--- src/rtl/fetch_pkg.sv ---
// fetch_pkg: shared widths, PC step and FSM encoding for the fetch stage.
package fetch_pkg;
    localparam int DEF_XLEN = 64;
    localparam int INS_W = 32;
    localparam int PC_STEP = 4;
    typedef enum logic {REQ = 1'b0, WAIT = 1'b1} state_t;
endpackage

--- src/rtl/fetch_queue_if.sv ---
// fetch_if: instruction-memory, redirect and decode-side signals of the fetch stage.
interface fetch_if #(parameter int XLEN = fetch_pkg::DEF_XLEN);
    logic                       imem_req_valid;
    logic                       imem_req_ready;
    logic [XLEN-1:0]            imem_req_addr;
    logic                       imem_rsp_valid;
    logic [fetch_pkg::INS_W-1:0] imem_rsp_data;
    logic                       redirect_valid;
    logic [XLEN-1:0]            redirect_pc;
    logic                       dec_valid;
    logic                       dec_ready;
    logic [fetch_pkg::INS_W-1:0] dec_ins;
    logic [XLEN-1:0]            dec_pc;
    modport master(
        output imem_req_valid, imem_req_addr, dec_valid, dec_ins, dec_pc,
        input  imem_req_ready, imem_rsp_valid, imem_rsp_data, redirect_valid, redirect_pc, dec_ready
    );
    modport slave(
        input  imem_req_valid, imem_req_addr, dec_valid, dec_ins, dec_pc,
        output imem_req_ready, imem_rsp_valid, imem_rsp_data, redirect_valid, redirect_pc, dec_ready
    );
endinterface

--- src/rtl/fetch_fifo.sv ---
// fetch_fifo: DEPTH x W synchronous FIFO with flush; flush and active-low reset clear pointers.
module fetch_fifo #(
    parameter int W = 96,
    parameter int DEPTH = 4
) (
    input  logic                   clk,
    input  logic                   reset,
    input  logic                   push_i,
    input  logic                   pop_i,
    input  logic                   flush_i,
    input  logic [W-1:0]           din_i,
    output logic [W-1:0]           dout_o,
    output logic [$clog2(DEPTH):0] count_o,
    output logic                   empty_o,
    output logic                   full_o
);
    localparam int AW = $clog2(DEPTH);
    logic [W-1:0]  mem_q [DEPTH];
    logic [AW-1:0] rd_q, wr_q;
    logic [AW:0]   cnt_q;
    always_ff @(posedge clk) begin
        if (!reset || flush_i) begin
            rd_q  <= '0;
            wr_q  <= '0;
            cnt_q <= '0;
        end else begin
            wr_q  <= wr_q + AW'(push_i);
            rd_q  <= rd_q + AW'(pop_i);
            cnt_q <= cnt_q + (AW+1)'(push_i) - (AW+1)'(pop_i);
        end
    end
    always_ff @(posedge clk)
        if (push_i && reset && !flush_i) mem_q[wr_q] <= din_i;
    assign dout_o  = mem_q[rd_q];
    assign count_o = cnt_q;
    assign empty_o = cnt_q == '0;
    assign full_o  = cnt_q == (AW+1)'(DEPTH);
endmodule

--- src/rtl/fetch_queue.sv ---
// fetch_queue: PC owner and single-outstanding fetch FSM feeding decode through fetch_fifo.
// Define FETCH_PERF_EN to add the perf_fetched/perf_dropped saturating counters.
module fetch_queue import fetch_pkg::*; #(
    parameter int              XLEN = DEF_XLEN,
    parameter int              DEPTH = 4,
    parameter logic [XLEN-1:0] RESET_PC = '0
) (
    input  logic  clk,
    input  logic  reset,
    fetch_if.master bus
`ifdef FETCH_PERF_EN
    ,
    output logic [31:0] perf_fetched,
    output logic [31:0] perf_dropped
`endif
);
    localparam int CW = $clog2(DEPTH) + 1;
    state_t          state_q, state_d;
    logic [XLEN-1:0] pc_q, pc_d;
    logic            drop_q, drop_d;
    logic [CW-1:0]   count;
    logic            empty, full, inflight, accept, rsp, push, pop, stay;
    assign inflight = state_q == WAIT;
    assign bus.imem_req_valid = reset && !inflight && (count + CW'(inflight) < CW'(DEPTH));
    assign bus.imem_req_addr  = pc_q;
    assign accept = bus.imem_req_valid && bus.imem_req_ready;
    assign rsp    = inflight && bus.imem_rsp_valid;
    assign push   = rsp && !drop_q && !bus.redirect_valid && !full;
    assign pop    = !empty && bus.dec_ready && !bus.redirect_valid;
    // A response arriving with the redirect retires the old request, so nothing stays stale.
    assign stay   = (inflight && !bus.imem_rsp_valid) || accept;
    always_comb begin
        pc_d    = bus.redirect_valid ? (bus.redirect_pc & ~XLEN'(3)) : accept ? pc_q + XLEN'(PC_STEP) : pc_q;
        state_d = bus.redirect_valid ? (stay ? WAIT : REQ) : accept ? WAIT : rsp ? REQ : state_q;
        drop_d  = bus.redirect_valid ? stay : rsp ? 1'b0 : drop_q;
    end
    always_ff @(posedge clk) begin
        if (!reset) begin
            state_q <= REQ;
            pc_q    <= RESET_PC;
            drop_q  <= 1'b0;
        end else begin
            state_q <= state_d;
            pc_q    <= pc_d;
            drop_q  <= drop_d;
        end
    end
    // pc_q has already advanced past the outstanding request.
    fetch_fifo #(.W(XLEN + INS_W), .DEPTH(DEPTH)) u_fifo (
        .clk(clk),
        .reset(reset),
        .push_i(push),
        .pop_i(pop),
        .flush_i(bus.redirect_valid),
        .din_i({pc_q - XLEN'(PC_STEP), bus.imem_rsp_data}),
        .dout_o({bus.dec_pc, bus.dec_ins}),
        .count_o(count),
        .empty_o(empty),
        .full_o(full)
    );
    assign bus.dec_valid = !empty;
`ifdef FETCH_PERF_EN
    logic [31:0] fetched_q, dropped_q;
    logic [32:0] fetched_d, dropped_d;
    assign fetched_d = {1'b0, fetched_q} + 33'(push);
    assign dropped_d = {1'b0, dropped_q} + 33'(rsp && (drop_q || bus.redirect_valid))
                     + (bus.redirect_valid ? 33'(count) : 33'd0);
    always_ff @(posedge clk) begin
        if (!reset) begin
            fetched_q <= '0;
            dropped_q <= '0;
        end else begin
            fetched_q <= fetched_d[32] ? '1 : fetched_d[31:0];
            dropped_q <= dropped_d[32] ? '1 : dropped_d[31:0];
        end
    end
    assign perf_fetched = fetched_q;
    assign perf_dropped = dropped_q;
`endif
endmodule

--- src/flat_wrapper.sv ---
// flat-port wrapper written by rule: the top's interface ports become plain ports
module fetch_queue_flat import fetch_pkg::*;
#(
    parameter int              XLEN = DEF_XLEN,
    parameter int              DEPTH = 4,
    parameter logic [XLEN-1:0] RESET_PC = '0
)
  (clk, reset, bus_imem_req_valid, bus_imem_req_addr, bus_dec_valid, bus_dec_ins, bus_dec_pc, bus_imem_req_ready, bus_imem_rsp_valid, bus_imem_rsp_data, bus_redirect_valid, bus_redirect_pc, bus_dec_ready);
  fetch_if #(.XLEN(XLEN)) bus_i ();
  input  logic clk;
  input  logic reset;
  output wire logic [$bits(bus_i.imem_req_valid)-1:0] bus_imem_req_valid;
  output wire logic [$bits(bus_i.imem_req_addr)-1:0] bus_imem_req_addr;
  output wire logic [$bits(bus_i.dec_valid)-1:0] bus_dec_valid;
  output wire logic [$bits(bus_i.dec_ins)-1:0] bus_dec_ins;
  output wire logic [$bits(bus_i.dec_pc)-1:0] bus_dec_pc;
  input wire logic [$bits(bus_i.imem_req_ready)-1:0] bus_imem_req_ready;
  input wire logic [$bits(bus_i.imem_rsp_valid)-1:0] bus_imem_rsp_valid;
  input wire logic [$bits(bus_i.imem_rsp_data)-1:0] bus_imem_rsp_data;
  input wire logic [$bits(bus_i.redirect_valid)-1:0] bus_redirect_valid;
  input wire logic [$bits(bus_i.redirect_pc)-1:0] bus_redirect_pc;
  input wire logic [$bits(bus_i.dec_ready)-1:0] bus_dec_ready;
  assign bus_imem_req_valid = bus_i.imem_req_valid;
  assign bus_imem_req_addr = bus_i.imem_req_addr;
  assign bus_dec_valid = bus_i.dec_valid;
  assign bus_dec_ins = bus_i.dec_ins;
  assign bus_dec_pc = bus_i.dec_pc;
  assign bus_i.imem_req_ready = bus_imem_req_ready;
  assign bus_i.imem_rsp_valid = bus_imem_rsp_valid;
  assign bus_i.imem_rsp_data = bus_imem_rsp_data;
  assign bus_i.redirect_valid = bus_redirect_valid;
  assign bus_i.redirect_pc = bus_redirect_pc;
  assign bus_i.dec_ready = bus_dec_ready;
  fetch_queue #(.XLEN(XLEN), .DEPTH(DEPTH), .RESET_PC(RESET_PC)) u_core (.clk(clk), .reset(reset), .bus(bus_i));
endmodule
--- config.mk ---
export PLATFORM = sky130hd
export DESIGN_NAME = fetch_queue_flat
export DESIGN_NICKNAME = d
export VERILOG_FILES = /design/src/rtl/fetch_pkg.sv /design/src/rtl/fetch_queue_if.sv /design/src/rtl/fetch_fifo.sv /design/src/rtl/fetch_queue.sv /design/src/flat_wrapper.sv
export SDC_FILE = /design/constraint.sdc
export NUM_CORES = 1
export LEC_CHECK = 0
export ABC_AREA = 1
export CAP_MARGIN = 5
export CORE_MARGIN = 1
export CORE_UTILIZATION = 34
export CTS_CLUSTER_SIZE = 14
export DETAILED_ROUTE_END_ITERATION = 10
export REMOVE_ABC_BUFFERS = 1
export SYNTH_ARGS = -nofsm -noshare
export SYNTH_HDL_FRONTEND = slang
export SYNTH_SLANG_ARGS = --single-unit
export TNS_END_PERCENT = 1
--- constraint.sdc ---
create_clock -name clk -period 21 [get_ports clk]
set_clock_uncertainty 0.2 [all_clocks]
set_input_delay 3.15 -clock clk [delete_from_list [all_inputs] [get_ports clk]]
set_output_delay 3.15 -clock clk [all_outputs]
set_load 0.02 [all_outputs]
## Word-level counts from Yosys, hierarchy flattened

Memory sizes are Yosys's and may differ from the RTL's. A register that Yosys moved wholly into a read port is not among the register bits.
Cells that the tools add are included.

| operators by class | value |
|---|---|
| add/sub/neg operators | 7 |
| order comparisons | 1 |
| equal/unequal tests | 1 |
| mux-type cells | 10 |
| bitwise operators | 1 |
| reductions and logical operators | 26 |

Operators with widths:

| kind | number |
|---|---|
| 64-bit two-way mux | 2 |
| 64-bit by 3-bit adder with 64-bit output (second input constant) | 1 |
| 64-bit by 3-bit subtractor with 64-bit output (second input constant) | 1 |
| 1-bit logical AND | 12 |
| 1-bit zero test | 7 |
| 1-bit two-way mux | 7 |
| 3-bit by 1-bit adder with 3-bit output | 2 |
| 2-bit by 1-bit adder with 2-bit output | 2 |
| 2-bit nonzero test | 2 |
| 3-bit equality test (second input constant) | 1 |
| 3-bit zero test | 1 |
| 3-bit < comparator (second input constant) | 1 |
| 3-bit nonzero test | 1 |
| 3-bit by 1-bit subtractor with 3-bit output | 1 |
| 1-bit logical OR | 2 |
| 2-bit two-way mux | 1 |
| 2-bit OR reduction | 1 |
| 1-bit inverter | 1 |

| word-level totals | value |
|---|---|
| register bits | 73 |
| memory bits (writable) | 384 |
| input port bits | 102 |
| output and inout port bits | 162 |
| word-level logic and storage cells | 54 |
| memories kept | 1 |

Memories:

| name | depth | width | rd ports | clocked after Yosys merged registers in | wr ports | RTL line | source |
|---|---|---|---|---|---|---|---|
| u_core.u_fifo.mem_q | 4 | 96 | 1 | 1 | 1 | fetch_fifo.sv:18 | `logic [W-1:0] mem_q [DEPTH];` |

## Longest topological paths before layout

Gate-level depths: netlist of the first run.

| logic depth | value |
|---|---|
| depth in word-level cells | 8 |
| gate-level depth with buffers | 13 |
| depth with buffers taken out | 12 |

## By module

Synthesis of the first run repeated with hierarchy kept, for this count alone.

| second synthesis, totals | value |
|---|---|
| cells, all modules | 2354 |
| area, all modules | 22042.4 sq um |

Modules (own cells, without submodules):

| module | times used | cells each | area each (sq um) | sequential area each (sq um) |
|---|---|---|---|---|
| fetch_fifo | 1 | 1167 | 15502.4 | 11671.2 |
| fetch_queue | 1 | 1187 | 6540.0 | 1281.2 |

## Worst setup path after synthesis of the first run

No wires, ideal clock.

| path | value |
|---|---|
| path kind | input port to flip-flop |
| start | in bus_redirect_valid |
| end | mem u_core.u_fifo.mem_q[0][0] (enable) |
| setup time | 0.663 ns |
| arrival | 10.121 ns |
| required time | 20.137 ns |
| path slack | 10.016 ns |
| stages on the path | 5 |
| cell sequence | clkbuf_1 nor3_1 o21a_1 nand2_1 nor3_1 |

| on the way | value |
|---|---|
| longest elaborated chain between the ends | 7 |

RTL lines:

| item | RTL line | source |
|---|---|---|
| start, declared | flat_wrapper.sv:20 | `input wire logic [$bits(bus_i.redirect_valid)-1:0] bus_redirect_valid;` |
| 1-bit zero test * | fetch_fifo.sv:33, fetch_queue.sv:28 |  |
| 1-bit logical AND (2 in series) | fetch_queue.sv:28 | `assign push = rsp && !drop_q && !bus.redirect_valid && !full;` |
| 1-bit logical AND | fetch_fifo.sv:33 | `if (push_i && reset && !flush_i) mem_q[wr_q] <= din_i;` |
| 1-bit logical AND * | fetch_fifo.sv:33 |  |
| 1-bit two-way mux * | fetch_fifo.sv:33 |  |
| 1-bit two-way mux (not written as such) * | fetch_fifo.sv:33 |  |
| end, declared | fetch_fifo.sv:18 |  |

Every way passes the cells marked *; elsewhere a longest branch is shown, timed or not.

## Worst setup path after layout of the first run

| path | value |
|---|---|
| start | in reset |
| end | out bus_imem_req_valid |

| on the way | value |
|---|---|
| longest elaborated chain between the ends | 2 |

RTL lines:

| item | RTL line | source |
|---|---|---|
| start, declared | flat_wrapper.sv:11 | `input logic reset;` |
| 1-bit logical AND (2 in series) | fetch_queue.sv:24 | `assign bus.imem_req_valid = reset && !inflight && (count + CW'(inflight) < CW'(DEPTH));` |
| end, declared | flat_wrapper.sv:12 | `output wire logic [$bits(bus_i.imem_req_valid)-1:0] bus_imem_req_valid;` |

No other way between the ends.

==> metrics.yaml, run 1 <==
status:
  outcome: "completed"
floorplanning:
  die_w_um: 248
  dieHeight_um: 248
  fp.coreArea_um2: 59500
  io_pins: 264
  fp.dieArea_um2: 61500
  rows: 89
  start_util_pct: 34.6
placed_design:
  hpwl_mm: 44.1
  portBuffers: 257
  finalWeightedCongestion: 0.888
  dp_cells: 3060
  pre_cts_ws_ps: 12970
power_and_ir_drop:
  ir_drop_v: 0.0000568
  p_per_area_nw_per_um2: 80.1
  p_leak_nw: 8.85
synthesis:
  synth_edf_count: 376
  synth-adder-area-share_pct: 0.462
  synth_top_family_by_area: "simple AND/OR/NAND/NOR gates"
  synth_largest_area_cell: "edfxtp_1"
  yosys.area_share.simple_pct: 18.5
  ys_seq_elements: 447
  synth_cell_types: 42
  synthMuxAreaShare_pct: 0
  synth_compound_gate_area_share_pct: 10.9
  synth_area_per_cell_um2: 9.69
  ys.warnings.count: 0
  synthXorXnorAreaFrac_pct: 3.40
  ys_seq_area_share_pct: 61.7
  synthTopCellsByArea: "edfxtp_1 55%, nor2_1 7.8%, dfxtp_1 6.9%"
  synth-main-ff-cell: "edfxtp_1"
  synth_cells: 2124
  async_flop_share_pct: 0
  netlist.area_leader.share_pct: 54.8
  netlist_area_um2: 20600
run:
  maxCapViolations: 0
global_route:
  grt-ovfl-total: 0
  first_global_vias: 15540
  grt_pass1_wl_mm: 95.6
  grt_max_degree: 74
  antenna_found_initial: 0
  groute.usage.overall_pct: 21.0
sta:
  setup_viol: 0
  period_needed_ps: 8020
  fin_ws_ps: 12980
  tns_ps: 0
  slew_violations: 0
  period_share_pct: 38.2
  hold_viol: 0
  worst_slew_pin_slew_ps: 1030
  slew_headroom_pct: 31.7
  rsz0062_at_grt: "no"
  clock.fmax_ghz: 0.125
  worst_hold_slack_ps: 334
route:
  met3_length_mm: 3.88
  wl_mm: 65.4
  ant_nets: 0
  met1_length_mm: 28.9
  wire_per_inst_um: 20.7
  drtPass1Iterations: 6
  drc_errors: 0
  initialDrtViolationCount: 1190
  vias: 16132
  met2_length_mm: 30.7
  vias_per_cell: 5.12
  top_layer_used: "met4"
clocking:
  cts.sinks: 447
  post-cts-setup-buffers: 0
  clockBufferDepth: 3
  clk_root_buffer_cell: "clkbuf_16"
  cts.clk_slew.worst_paths_ps: 60
  ctsHoldBuffers: 0
  h-tree-depth: 2
  cts_resized: 0
  cts_tree: "done"
  clk_latency_ps: 590
  cts-buffers-inserted: 49
final_layout:
  drive_gt1_share_pct: 6.39
  areaGrowthSynthToFinish_pct: 23.8
  final_cell_mix: "425 x nor2_1, 376 x edfxtp_1, 356 x nand2_1, 256 x clkdlybuf4s50_1, 248 x o21ai_0"
  fin_nets: 2447
  final_common_cell: "nor2_1"
  final_util_pct: 42.9
  layout.cells.non_filler: 3152
worst_setup_path:
  worstSetupEndpointType: "output pin"
  rr_worst_depth: 7
  critical_path_required_ps: 17650
  arrival_ps: 4670
  setup.worst_path.start_class: "input port"
  crit_type: "in -> out"
  cp_max_fo: 6
worst_hold_path:
  whs_path_depth: 2
  hold_path.class: "reg -> reg"
critical path, stage by stage:
cell and delay [ps]:
clkdlybuf4s50_1 590, inv_2 60, nor3_1 210, clkdlybuf4s50_1 660
routing by layer:
metal | up-vias | global-route usage, %
li1 | 7681 | -
met1 | 7872 | 28.5
met2 | 492 | 34.4
met3 | 87 | 3.14
met4 | 0 | 6.78
met5 | - | 0
final cells by class:
class,instances,area [um^2]
antenna,1,2.50
clock buffer,65,1350
tap,773,967
clock inverter,26,335
fill,5770,34000
timing repair buffer,276,2710
multi-input combinational,1429,6900
sequential,447,12700
inverter,135,509
through the flow:
step | cell area, um^2 | total power, mW
6_report | 25500 | 2.04
4_1_cts | 25500 | 2.06
5_1_grt | 25500 | 2.11
3_3_place_gp | 23800 | 1.17
3_5_place_dp | 23800 | 1.17
2_1_floorplan | 20100 | 1.08
kinds of logic after synthesis:
logic type                 count (synthesis)
AOI/OAI and AO/OA                        418
xor gates and xnor gates                  80
adders and majority gates                  7
other                                      1
buffers and inverters                    251
DFF                                      447
and+or+nand+nor                          920
cells in the mapped netlist, types with 4 or more instances:
cell / instances
nand4_1: 19
nor2_4: 8
nor2_2: 6
clkinv_1: 4
o21ai_1: 10
nand2_2: 14
o22ai_1: 94
a21oi_1: 46
clkbuf_1: 74
buf_4: 6
edfxtp_1: 376
inv_2: 4
nor2_1: 426
nor3_1: 12
ha_1: 6
dfxtp_1: 71
xor2_1: 66
nand2_1: 356
nor3_2: 5
inv_1: 127
nand3_1: 59
o21ai_0: 248
xnor2_1: 14
a31oi_1: 16
buf_2: 33
registers in the layout, indices dropped and copies added, names as in the netlist:
register and flops:
u_core.drop_q 1, u_core.u_fifo.wr_q 2, u_core.u_fifo.mem_q 376, u_core.bus.imem_req_addr 62, u_core.u_fifo.count_o 3, u_core.u_fifo.rd_q 2
u_core.inflight 1
power by group:
group | switching (mW) | leakage, nW | total [mW] | internal, mW
Sequential | 0.0233 | 3.98 | 0.999 | 0.976
Combinational | 0.0959 | 4.07 | 0.152 | 0.0563
Clock | 0.351 | 0.803 | 0.889 | 0.539
Total | 0.470 | 8.85 | 2.04 | 1.57
path summary, 6_finish.rpt:
check | slack [ps] | startpoint | to
worst max-delay path | 12980 | reset | bus_imem_req_valid
worst min-delay path | 330 | u_core.drop_q | u_core.drop_q
worst max register to register | 17820 | u_core.inflight | u_core.u_fifo.mem_q[3][5]
worst min register to register | 330 | u_core.drop_q | u_core.drop_q
(Power assumes the default switching activity.)
==> inputs of run 2 (changes only) <==
==> constraint.sdc (replaced) <==
create_clock -name clk -period 7.9 [get_ports clk]
set_clock_uncertainty 0.2 [all_clocks]
set_input_delay 1.185 -clock clk [delete_from_list [all_inputs] [get_ports clk]]
set_output_delay 1.185 -clock clk [all_outputs]
set_load 0.02 [all_outputs]
==> metrics.yaml, run 2 (synthesis gave the netlist of run 1 again) <==
status:
  outcome: "completed"
worst_setup_path:
  arrival_ps: 3600  # -1070 ps
  cp_cell_sequence: "inv_4, buf_4, o21ai_0, o22ai_1, clkdlybuf4s50_1"
  rr_worst_depth: 7  # unchanged
  worst_path_largest_cell_delay_ps: 700  # +40 ps
  critPathSlowestCell: "buf_4"
  crit_type: "reg -> out"
  worst-path-buf-inv: 3  # unchanged
  worstSetupEndpointType: "output pin"
  cp.depth: 5  # +1
  cp_max_fo: 66  # +60
  r2r_setup_slack_ps: 4750  # -13070 ps
  critical_path_required_ps: 6510  # -11140 ps
  setup.worst_path.start_class: "flop"
  path_delay_family: "buffers and inverters"
floorplanning:
  fp.coreArea_um2: 59500  # unchanged
  dieHeight_um: 248  # unchanged
  fp.dieArea_um2: 61500  # unchanged
  io_pins: 264  # unchanged
  start_util_pct: 34.6  # unchanged
  die_w_um: 248  # unchanged
  rows: 89  # unchanged
sta:
  slew_headroom_pct: 43.1  # +11 points
  setup_viol: 0  # unchanged
  fin_ws_ps: 2910  # -10070 ps
  hold_viol: 0  # unchanged
  worst_slew_pin_slew_ps: 853  # -172 ps
  clock.fmax_ghz: 0.200
  period_share_pct: 63.1
  rsz0062_at_grt: "no"
  slew_violations: 0  # unchanged
  period_needed_ps: 4990
global_route:
  grt_pass1_wl_mm: 96.6  # +1.0%
  first_global_vias: 15661  # +0.78%
  antenna_found_initial: 0  # unchanged
  grt_max_degree: 72  # -2.7%
  grt-ovfl-total: 0  # unchanged
  groute.usage.overall_pct: 21.2  # +0.21 points
power_and_ir_drop:
  ir_drop_v: 0.000153  # +170%
  p_per_area_nw_per_um2: 208  # +160%
  p_leak_nw: 8.82  # -0.33%
route:
  drtPass1Iterations: 5  # -1
  ant_nets: 0  # unchanged
  vias: 16174  # +0.26%
  top_layer_used: "met4"
  wl_mm: 65.8  # +0.65%
  vias_per_cell: 5.13  # +0.17%
  met2_length_mm: 31.2  # +1.5%
  drc_errors: 0  # unchanged
  initialDrtViolationCount: 1222  # +2.7%
  met3_length_mm: 3.83  # -1.4%
  wire_per_inst_um: 20.9  # +0.55%
  met1_length_mm: 29.3  # +1.3%
final_layout:
  final_common_cell: "nor2_1"
  final_cell_mix: "425 x nor2_1, 376 x edfxtp_1, 356 x nand2_1, 256 x clkdlybuf4s50_1, 248 x o21ai_0"
  nFillCells: 5752  # -0.31%
  areaGrowthSynthToFinish_pct: 23.3
  diodes: 0  # -1
  fin_area_um2: 25400  # -0.40%
  largest_reg_flops: 376  # unchanged
  layout.cells.non_filler: 3155  # +0.095%
  fin_nets: 2451  # +0.16%
  drive_gt1_share_pct: 6.09  # -0.30 points
  top_register: "u_core.u_fifo.mem_q"
placed_design:
  pre_cts_ws_ps: 3250  # -9720 ps
  portBuffers: 257  # unchanged
  dp_cells: 3065  # +0.16%
  place_area_um2: 23800  # +0.16%
  finalWeightedCongestion: 0.927  # +4.5%
  hpwl_mm: 44.6  # +1.2%
clocking:
  ctsHoldBuffers: 0  # unchanged
  clockBufferDepth: 3  # unchanged
  clk_latency_ps: 610  # +20 ps
  cts.sinks: 447  # unchanged
  cts_tree: "done"
  h-tree-depth: 2  # unchanged
  cts_resized: 0  # unchanged
  cts-buffers-inserted: 48  # -2.0%
  cts.clk_slew.worst_paths_ps: 60  # about the same
  post-cts-setup-buffers: 0  # unchanged
  clk_root_buffer_cell: "clkbuf_16"
worst_hold_path:
  hold_path.class: "reg -> reg"
  whs_path_depth: 2  # unchanged
run:
  maxCapViolations: 0  # unchanged
## run 2: area by class of cell
type	count	area (um^2)	area share, %
sequential	447	12700	50.1
tap	773	967	3.81
multi-input combinational	1429	6900	27.2
inverter	135	509	2.01
clock buffer	60	1250	4.91
clock inverter	30	299	1.18
timing repair buffer	281	2750	10.8
## run 2: path summary, 6_finish.rpt
kind                            start                      endpoint
min                     u_core.drop_q                 u_core.drop_q
max             u_core.u_fifo.rd_q[0]                bus_dec_pc[37]
max reg2reg  u_core.u_fifo.count_o[2]  u_core.bus.imem_req_addr[19]
min reg2reg             u_core.drop_q                 u_core.drop_q
## run 2: metal layers
layer / up-vias / GRT usage, %
met5: - / 0
met4: 0 / 5.86
met3: 91 / 3.45
li1: 7684 / -
met1: 7928 / 28.9
met2: 471 / 34.8
## run 2: worst min-delay path, cell delays in order, from the launching register on
cell and delay, ps:
dfxtp_1 310, a21oi_1 140, a211oi_1 50
## run 2: per-stage QoR
step	hold WS, ps	util [%]	power (mW)	TNS [ps]
final	342	42.7	5.28	0
after global routing	375	42.7	5.46	0
after CTS	349	42.7	5.32	0
after detailed placement	341	40.1	3.10	0
after global placement	325	40.1	3.10	0
after floorplan	313	-	2.88	-452010
## run 2: power by group
part | leakage (nW) | internal, mW | total (mW) | switching [mW]
sequential | 3.98 | 2.59 | 2.66 | 0.0639
clock | 0.749 | 1.29 | 2.22 | 0.930
combinational | 4.09 | 0.150 | 0.403 | 0.253
total | 8.82 | 4.03 | 5.28 | 1.25
